### src/rtl/lcd_rd.sv
// lcd_rd: HD44780-style LCD read controller with optional busy-flag polling
module lcd_rd #(
  parameter int SETUP_CYC = 4,
  parameter int EN_CYC    = 24,
  parameter int HOLD_CYC  = 4,
  parameter int GAP_CYC   = 8,
  parameter int MAX_POLLS = 255
) (
  input  logic       clk_i,
  input  logic       rst_n_i,
  input  logic       req_rs_i,
  input  logic       req_poll_i,
  input  logic       req_valid_i,
  output logic       req_ready_o,
  output logic [7:0] rd_data_o,
  output logic       rd_rs_o,
  output logic       rd_timeout_o,
  output logic       rd_valid_o,
  input  logic       rd_ready_i,
  output logic       rs_o,
  output logic       rw_o,
  output logic       en_o,
  input  logic [7:0] lcd_data_i
);
  typedef enum logic [2:0] {IDLE, SETUP, STROBE, HOLD, GAP, RESP} state_t;
  state_t      r_state;
  logic [15:0] r_cnt;
  logic        r_poll;
  logic [7:0]  r_polls;
  logic [15:0] w_len;
  logic        w_done;
  logic        w_again;
  assign req_ready_o = (r_state == IDLE);
  // Length of the current timed phase and whether this is its final clock
  always_comb begin
    w_len   = r_state == SETUP  ? 16'(SETUP_CYC) :
              r_state == STROBE ? 16'(EN_CYC)    :
              r_state == HOLD   ? 16'(HOLD_CYC)  :
              r_state == GAP    ? 16'(GAP_CYC)   : 16'd1;
    w_done  = (r_cnt == w_len - 16'd1);
    w_again = r_poll && rd_data_o[7] && (r_polls < 8'(MAX_POLLS));
  end
  // Phase sequencer with registered LCD strobes and response outputs
  always_ff @(posedge clk_i) begin
    if (!rst_n_i) begin
      r_state      <= IDLE;
      r_cnt        <= '0;
      r_poll       <= 1'b0;
      r_polls      <= '0;
      rs_o         <= 1'b0;
      rw_o         <= 1'b0;
      en_o         <= 1'b0;
      rd_data_o    <= '0;
      rd_rs_o      <= 1'b0;
      rd_timeout_o <= 1'b0;
      rd_valid_o   <= 1'b0;
    end else begin
      r_cnt <= (r_state == IDLE || r_state == RESP || w_done) ? 16'd0 : r_cnt + 16'd1;
      case (r_state)
        IDLE: if (req_valid_i) begin
          rs_o    <= req_rs_i;
          r_poll  <= req_poll_i & ~req_rs_i;
          r_polls <= '0;
          rw_o    <= 1'b1;
          r_state <= SETUP;
        end
        SETUP: if (w_done) begin
          en_o    <= 1'b1;
          r_state <= STROBE;
        end
        STROBE: if (w_done) begin
          en_o      <= 1'b0;
          rd_data_o <= lcd_data_i;
          r_polls   <= r_polls + 8'd1;
          r_state   <= HOLD;
        end
        HOLD: if (w_done) begin
          if (w_again) r_state <= GAP;
          else begin
            rw_o         <= 1'b0;
            rd_valid_o   <= 1'b1;
            rd_rs_o      <= rs_o;
            rd_timeout_o <= r_poll & rd_data_o[7];
            r_state      <= RESP;
          end
        end
        GAP: if (w_done) r_state <= SETUP;
        RESP: if (rd_ready_i) begin
          rd_valid_o <= 1'b0;
          r_state    <= IDLE;
        end
        default: r_state <= IDLE;
      endcase
    end
  end
endmodule

### config.mk
export PLATFORM = sky130hd
export DESIGN_NAME = lcd_rd
export DESIGN_NICKNAME = d
export VERILOG_FILES = /design/src/rtl/lcd_rd.sv
export SDC_FILE = /design/constraint.sdc
export NUM_CORES = 1
export LEC_CHECK = 0
export CAP_MARGIN = 20
export CORE_AREA = 4 4 84 86
export CTS_CLUSTER_DIAMETER = 150
export DETAILED_ROUTE_END_ITERATION = 10
export DIE_AREA = 0 0 88 90
export MAX_ROUTING_LAYER = met4
export RECOVER_POWER = 25
export SETUP_SLACK_MARGIN = 0.15
export SLEW_MARGIN = 40
export SYNTH_ARGS = -nofsm -noshare
export SYNTH_HDL_FRONTEND = slang
export SYNTH_SLANG_ARGS = --single-unit
export TNS_END_PERCENT = 1
### constraint.sdc
create_clock -name clk_i -period 6.49 [get_ports clk_i]
set_input_delay 0.9735 -clock clk_i [delete_from_list [all_inputs] [get_ports clk_i]]
set_output_delay 0.9735 -clock clk_i [all_outputs]
set_load 0.005 [all_outputs]
==> flow_summary.ini, run 1 <==
[placement]
gp_congestion = 0.7462
io_buffers = 28
place_area_um2 = 2411
hpwlAfterDp_um = 2910

[global_route]
track_usage_pct = 11.51
top_usage_layer = met2
grt_pass1_vias = 1661
use_met3_pct = 1.920
gr-usage-met2_pct = 17.71
met1_usage_pct = 15.21
grt_pass1_wl_um = 7376
grt_max_degree = 31
gr-total-overflow = 0
grt_antenna_before_repair = 0

[routing]
routed_wl_um = 4075
vias = 1696
drt_iter0_drc = 85
wl_per_cell_um = 11.92
drtAntennaViolNets = 0
viasPerCell = 4.959
dr.pass1.iters = 4
drc_errors = 0

[timing]
skew_ps = 6.924
finalCritPeriodShare_pct = 45.58
relSlewSlack_pct = 62.31
rsz0062_at_grt = no
drv_slew = 0
worstMarginPinSlew_ps = 565.4
tns_ps = 0
finalSetupViolations = 0
max_freq_mhz = 338.1
period_minus_slack_ps = 2958
hold_viol_final = 0

[critical_path]
cp_data_arrival_time_ps = 3120
cp-startpoint = r_state[2]$_SDFFE_PN0P_
reg2reg_from = r_state[2]$_SDFFE_PN0P_
endpoint_kind = register
worstSetupStartpointType = register
critical_path_class = reg2reg
crit_slowest_cell = nor3_2
crit_path_max_incr_delay_ps = 550
required_ps = 6650
crit_family = simple AND/OR/NAND/NOR gates
critical_path.cell_chain = nor3_2 > nor2_1 > ha_1 > xor2_1 > nand4_1 > nor2_2 > a21o_1 > nor2_1
crit_fanout = 16
worst-path-buf-inv = 0
crit_top_cell = nor2_1

[yosys]
synth_edf_count = 0
ys.warnings.count = 0
synth_top_cells_by_area = dfxtp_1 39%, mux2i_1 8.9%, nand2_1 6.2%
syn_inst = 242
synth_top_area_share_pct = 39.48
yosysTopAreaCell = dfxtp_1
ys_seq_elements = 42
synth_cell_types = 43
synth_commonest_cells = 42 x dfxtp_1, 35 x nand2_1, 23 x nor2_1
syn_area_per_cell_um2 = 8.800
synth-async-reset-ratio_pct = 0
synth_nets = 259
synth-main-ff-cell = dfxtp_1
synth.most_common_cell = dfxtp_1
synth.yosys.seq_area_share_pct = 39.48
synthesis.area_um2 = 2130

[pwr]
p_sw_uw = 292.4
ir_drop_mv = 0.1702
p_int_uw = 514.9
power_density_nw_per_um2 = 319.6
combPwrFrac_pct = 35.4
power_leakage_nw = 0.9639
seq_power_share_pct = 38.1
switching_share_pct = 36.22
pwr-share-clk_pct = 26.4
p_total_uw = 807.3

[cells_and_area]
area_growth_syn_to_layout_pct = 18.63
nFillCells = 636
drive_gt1_share_pct = 7.170
seq_area_um2 = 840.8
multi_input_area_um2 = 1175
post-route-util_pct = 40.24
finish.net_count = 282
final_area_um2 = 2526
diodes = 0

[worst_hold_path]
hp-start = rd_valid_o$_SDFFE_PN0P_
worstHoldPathType = reg2reg

[cts]
clkSinkCount = 42
clock-root-buffer = clkbuf_8
cts_resized = 0
cts_buffers = 5
clk_path_buf_depth = 2
post_cts_buffers = 0
clk_pin_slew_ps = 80
insertion_delay_ps = 290
cts_tree = yes
h-tree-depth = 2
cts_hold_buf = 0

[floorplanning]
initial_core_util_pct = 33.92
fp-row-count = 29
die_h_um = 90
core-area_um2 = 6277
ioPinCount = 29
die_x_um = 88
dieArea_um2 = 7920

[outcome]
status = finished clean

[run]
drv_cap = 0
## registers in the layout (all words and copies together), names as in the netlist, 3 cells and up
register and flops:
r_cnt 16, rd_data_o 8, r_polls 8, r_state 3
## final timing paths
kind / to / slack [ps] / cells after the start
setup reg to reg: r_cnt[14]$_SDFF_PP0_ / 3530 / 8
setup / recovery: r_cnt[14]$_SDFF_PP0_ / 3530 / 8
hold reg to reg: rd_valid_o$_SDFFE_PN0P_ / 450 / 2
hold / removal: rd_valid_o$_SDFFE_PN0P_ / 450 / 2
## placed cells by master (no fill, tap or decap), types with 2 or more instances in the layout
| cell | instances |
|---|---|
| dfxtp_1 | 42 |
| nand2_1 | 35 |
| nor2_1 | 22 |
| mux2i_1 | 19 |
| nand3_1 | 14 |
| clkdlybuf4s50_1 | 14 |
| dlygate4sd3_1 | 13 |
| nand4_1 | 10 |
| xnor2_1 | 9 |
| xor2_1 | 9 |
| nand2b_1 | 9 |
| inv_1 | 7 |
| o21ai_0 | 6 |
| clkbuf_8 | 6 |
| and3_1 | 5 |
| a21oi_1 | 4 |
| or3_1 | 3 |
| nor4_1 | 3 |
| nor3_1 | 3 |
| and4_1 | 3 |
| ha_1 | 3 |
| and2_1 | 2 |
| nor3b_1 | 2 |
## metal layers
| metal | vias to the layer above | routed length [µm] |
|---|---|---|
| li1 | 878 | - |
| met1 | 790 | 2064 |
| met2 | 23 | 1870 |
| met3 | 5 | 84 |
| met4 | 0 | 55 |
| met5 | - | 0 |
## cell families after synthesis
family	Yosys count	synth area share (%)
XOR/XNOR	18	7.403
buffers and inverters	19	5.640
AND/OR/NAND/NOR	121	29.91
adder cells (fa/ha/maj)	3	1.763
flip-flops	42	39.48
multiplexers	19	8.931
AO/OA/AOI/OAI	20	6.875
## per-stage QoR
stage               hold WS [ps]  instances  worst slack, ps
global placement           439.4        335             2957
global route               491.6        342             3194
detailed placement         439.2        335             3294
CTS                        457.9        342             3270
finish                     450.2        342             3532
floorplan                  425.4        242             4288
## power groups by stage
stage / Sequential [mW] / Combinational [mW] / Clock, mW
6_report: 0.308 / 0.286 / 0.213
4_1_cts: 0.309 / 0.290 / 0.218
5_1_grt: 0.313 / 0.326 / 0.227
2_1_floorplan: 0.300 / 0.253 / 0
3_5_place_dp: 0.315 / 0.288 / 0
3_3_place_gp: 0.315 / 0.286 / 0
## tightest hold or removal path, stage by stage, from the launching register on
cell and delay [ps]:
dfxtp_1 310, inv_1 40, a21oi_1 50
## final cells by class
| class | count | share of cell area (%) |
|---|---|---|
| Inverter | 7 | 1.040 |
| Tap cell | 77 | 3.814 |
| Clock inverter | 1 | 1.189 |
| Clock buffer | 6 | 3.269 |
| Multi-Input combinational cell | 181 | 46.51 |
| Timing Repair Buffer | 28 | 10.90 |
| Sequential cell | 42 | 33.28 |
Power figures use the tool's default switching activity.
==> run 2: changes to the inputs <==
==> constraint.sdc (replaced) <==
create_clock -name clk_i -period 2.8 [get_ports clk_i]
set_input_delay 0.42 -clock clk_i [delete_from_list [all_inputs] [get_ports clk_i]]
set_output_delay 0.42 -clock clk_i [all_outputs]
set_load 0.005 [all_outputs]
==> run 2 against run 1 <==
Hold slack better by 2.3 ps. Maximum frequency up 24%. Largest cell class unchanged. Worst setup slack worse by 3100 ps. Via count down 1.2%. Routed wire length up 2.3%. Highest routed layer unchanged. Sequential cell count unchanged. Die area unchanged.
==> flow_summary.ini, run 2 (synthesized netlist as in run 1, its figures left out) <==
[outcome]
status = finished clean

[timing]
max_freq_mhz = 418.4
relSlewSlack_pct = 72.74
skew_ps = 7.496
finalSetupViolations = 0
tns_ps = 0
worstMarginPinSlew_ps = 405.8
hold_viol_final = 0
period_minus_slack_ps = 2390
finalCritPeriodShare_pct = 85.37
rsz0062_at_grt = no
drv_slew = 0

[cells_and_area]
largest_reg_flops = 16
nFillCells = 621
final_common_cell = dfxtp_1
regMostFlops = r_cnt
stdcell_count = 350
area_growth_syn_to_layout_pct = 21.97
final_cell_mix = 40 x dfxtp_1, 35 x nand2_1, 23 x nor2_1, 19 x mux2i_1, 16 x clkdlybuf4s50_1
post-route-util_pct = 41.38
diodes = 0
drive_gt1_share_pct = 9.158
reg_top3 = r_cnt: 16 flops, r_polls: 8 flops, rd_data_o: 8 flops
finish.net_count = 289

[global_route]
grt_antenna_before_repair = 0
grt_pass1_wl_um = 6989
gr-total-overflow = 0
track_usage_pct = 11.07
grt_max_degree = 30
grt_pass1_vias = 1538

[cts]
h-tree-depth = 2
post_cts_buffers = 0
cts_resized = 0
insertion_delay_ps = 290
cts_buffers = 5
clk_pin_slew_ps = 80
cts_tree = yes
cts_hold_buf = 0
clock-root-buffer = clkbuf_8
clkSinkCount = 42
clk_path_buf_depth = 2

[floorplanning]
die_x_um = 88
die_h_um = 90
fp-row-count = 29
ioPinCount = 29
core-area_um2 = 6277
dieArea_um2 = 7920
initial_core_util_pct = 33.92

[critical_path]
critical_path_class = reg2reg
worstSetupStartpointType = register
required_ps = 3000
cp_data_arrival_time_ps = 2590
crit_fanout = 11
endpoint_kind = register

[pwr]
power_density_nw_per_um2 = 783.6
p_total_mw = 2.035
power_leakage_nw = 1.004
ir_drop_mv = 0.3753

[placement]
hpwlAfterDp_um = 2916
gp_congestion = 0.7553
dp.cells = 342
io_buffers = 28

[routing]
routed_wl_um = 4169
drt_iter0_drc = 54
viasPerCell = 4.786
wl_per_cell_um = 11.91
drtAntennaViolNets = 0
dr.pass1.iters = 4
drc_errors = 0
vias = 1675

[worst_hold_path]
worstHoldPathType = reg2reg

[run]
drv_cap = 0
[run 2: cell count changes in the layout (fill, tap and decap cells not counted), moves of 2 or more]
cell / delta
buf_4: +6
dfxtp_2: +2
clkdlybuf4s50_1: +2
dfxtp_1: -2
[run 2: final timing paths]
check	depth (start not counted)	startpoint	endpoint	slack [ps]
setup / recovery	8	r_state[0]$_SDFFE_PN0P_	rw_o$_SDFFE_PN0P_	410
hold / removal	2	rd_valid_o$_SDFFE_PN0P_	rd_valid_o$_SDFFE_PN0P_	450
setup reg to reg	8	r_state[0]$_SDFFE_PN0P_	rw_o$_SDFFE_PN0P_	410
hold reg to reg	2	rd_valid_o$_SDFFE_PN0P_	rd_valid_o$_SDFFE_PN0P_	450
[run 2: metal layers]
layer | vias to the layer above | wire length (µm) | track usage [%]
li1 | 889 | - | -
met1 | 763 | 2146 | 14.52
met2 | 21 | 1889 | 16.65
met3 | 2 | 92 | 2.468
met4 | 0 | 40 | 3.836
met5 | - | 0 | -
[run 2: area by class of cell]
class / count / area (µm²) / share of cell area, %
multi-input cells: 181 / 1165 / 44.85
flip-flops and latches: 42 / 843.3 / 32.47
repair buffers: 35 / 329.1 / 12.67
well taps: 77 / 96.34 / 3.709
clock buffers: 5 / 68.82 / 2.649
clock inverters: 3 / 68.82 / 2.649
inverters: 7 / 26.28 / 1.012
[run 2: report_power, final]
part / internal (mW) / switching, mW / total, mW
sequential: 0.649 / 0.0572 / 0.706
combinational: 0.341 / 0.418 / 0.759
clock: 0.357 / 0.213 / 0.571
[run 2: critical path, cell delays in order, from the launching register on]
cell and delay [ps]:
dfxtp_2 460, nor2b_1 270, inv_1 70, ha_1 190, xnor2_1 120, or3_1 350, a22oi_4 250, nand3_1 260
a31o_2 310
[run 2: stage by stage]
| stage | setup WS (ps) | cell area (µm²) | hold slack, ps |
|---|---|---|---|
| global placement | 301.3 | 2465 | 439.1 |
| floorplan | 598.2 | 2130 | 425.4 |
| CTS | 184.7 | 2603 | 457.3 |
| detailed placement | 197.1 | 2465 | 442.3 |
| global route | 159.0 | 2597 | 483.9 |
| finish | 409.7 | 2597 | 452.5 |
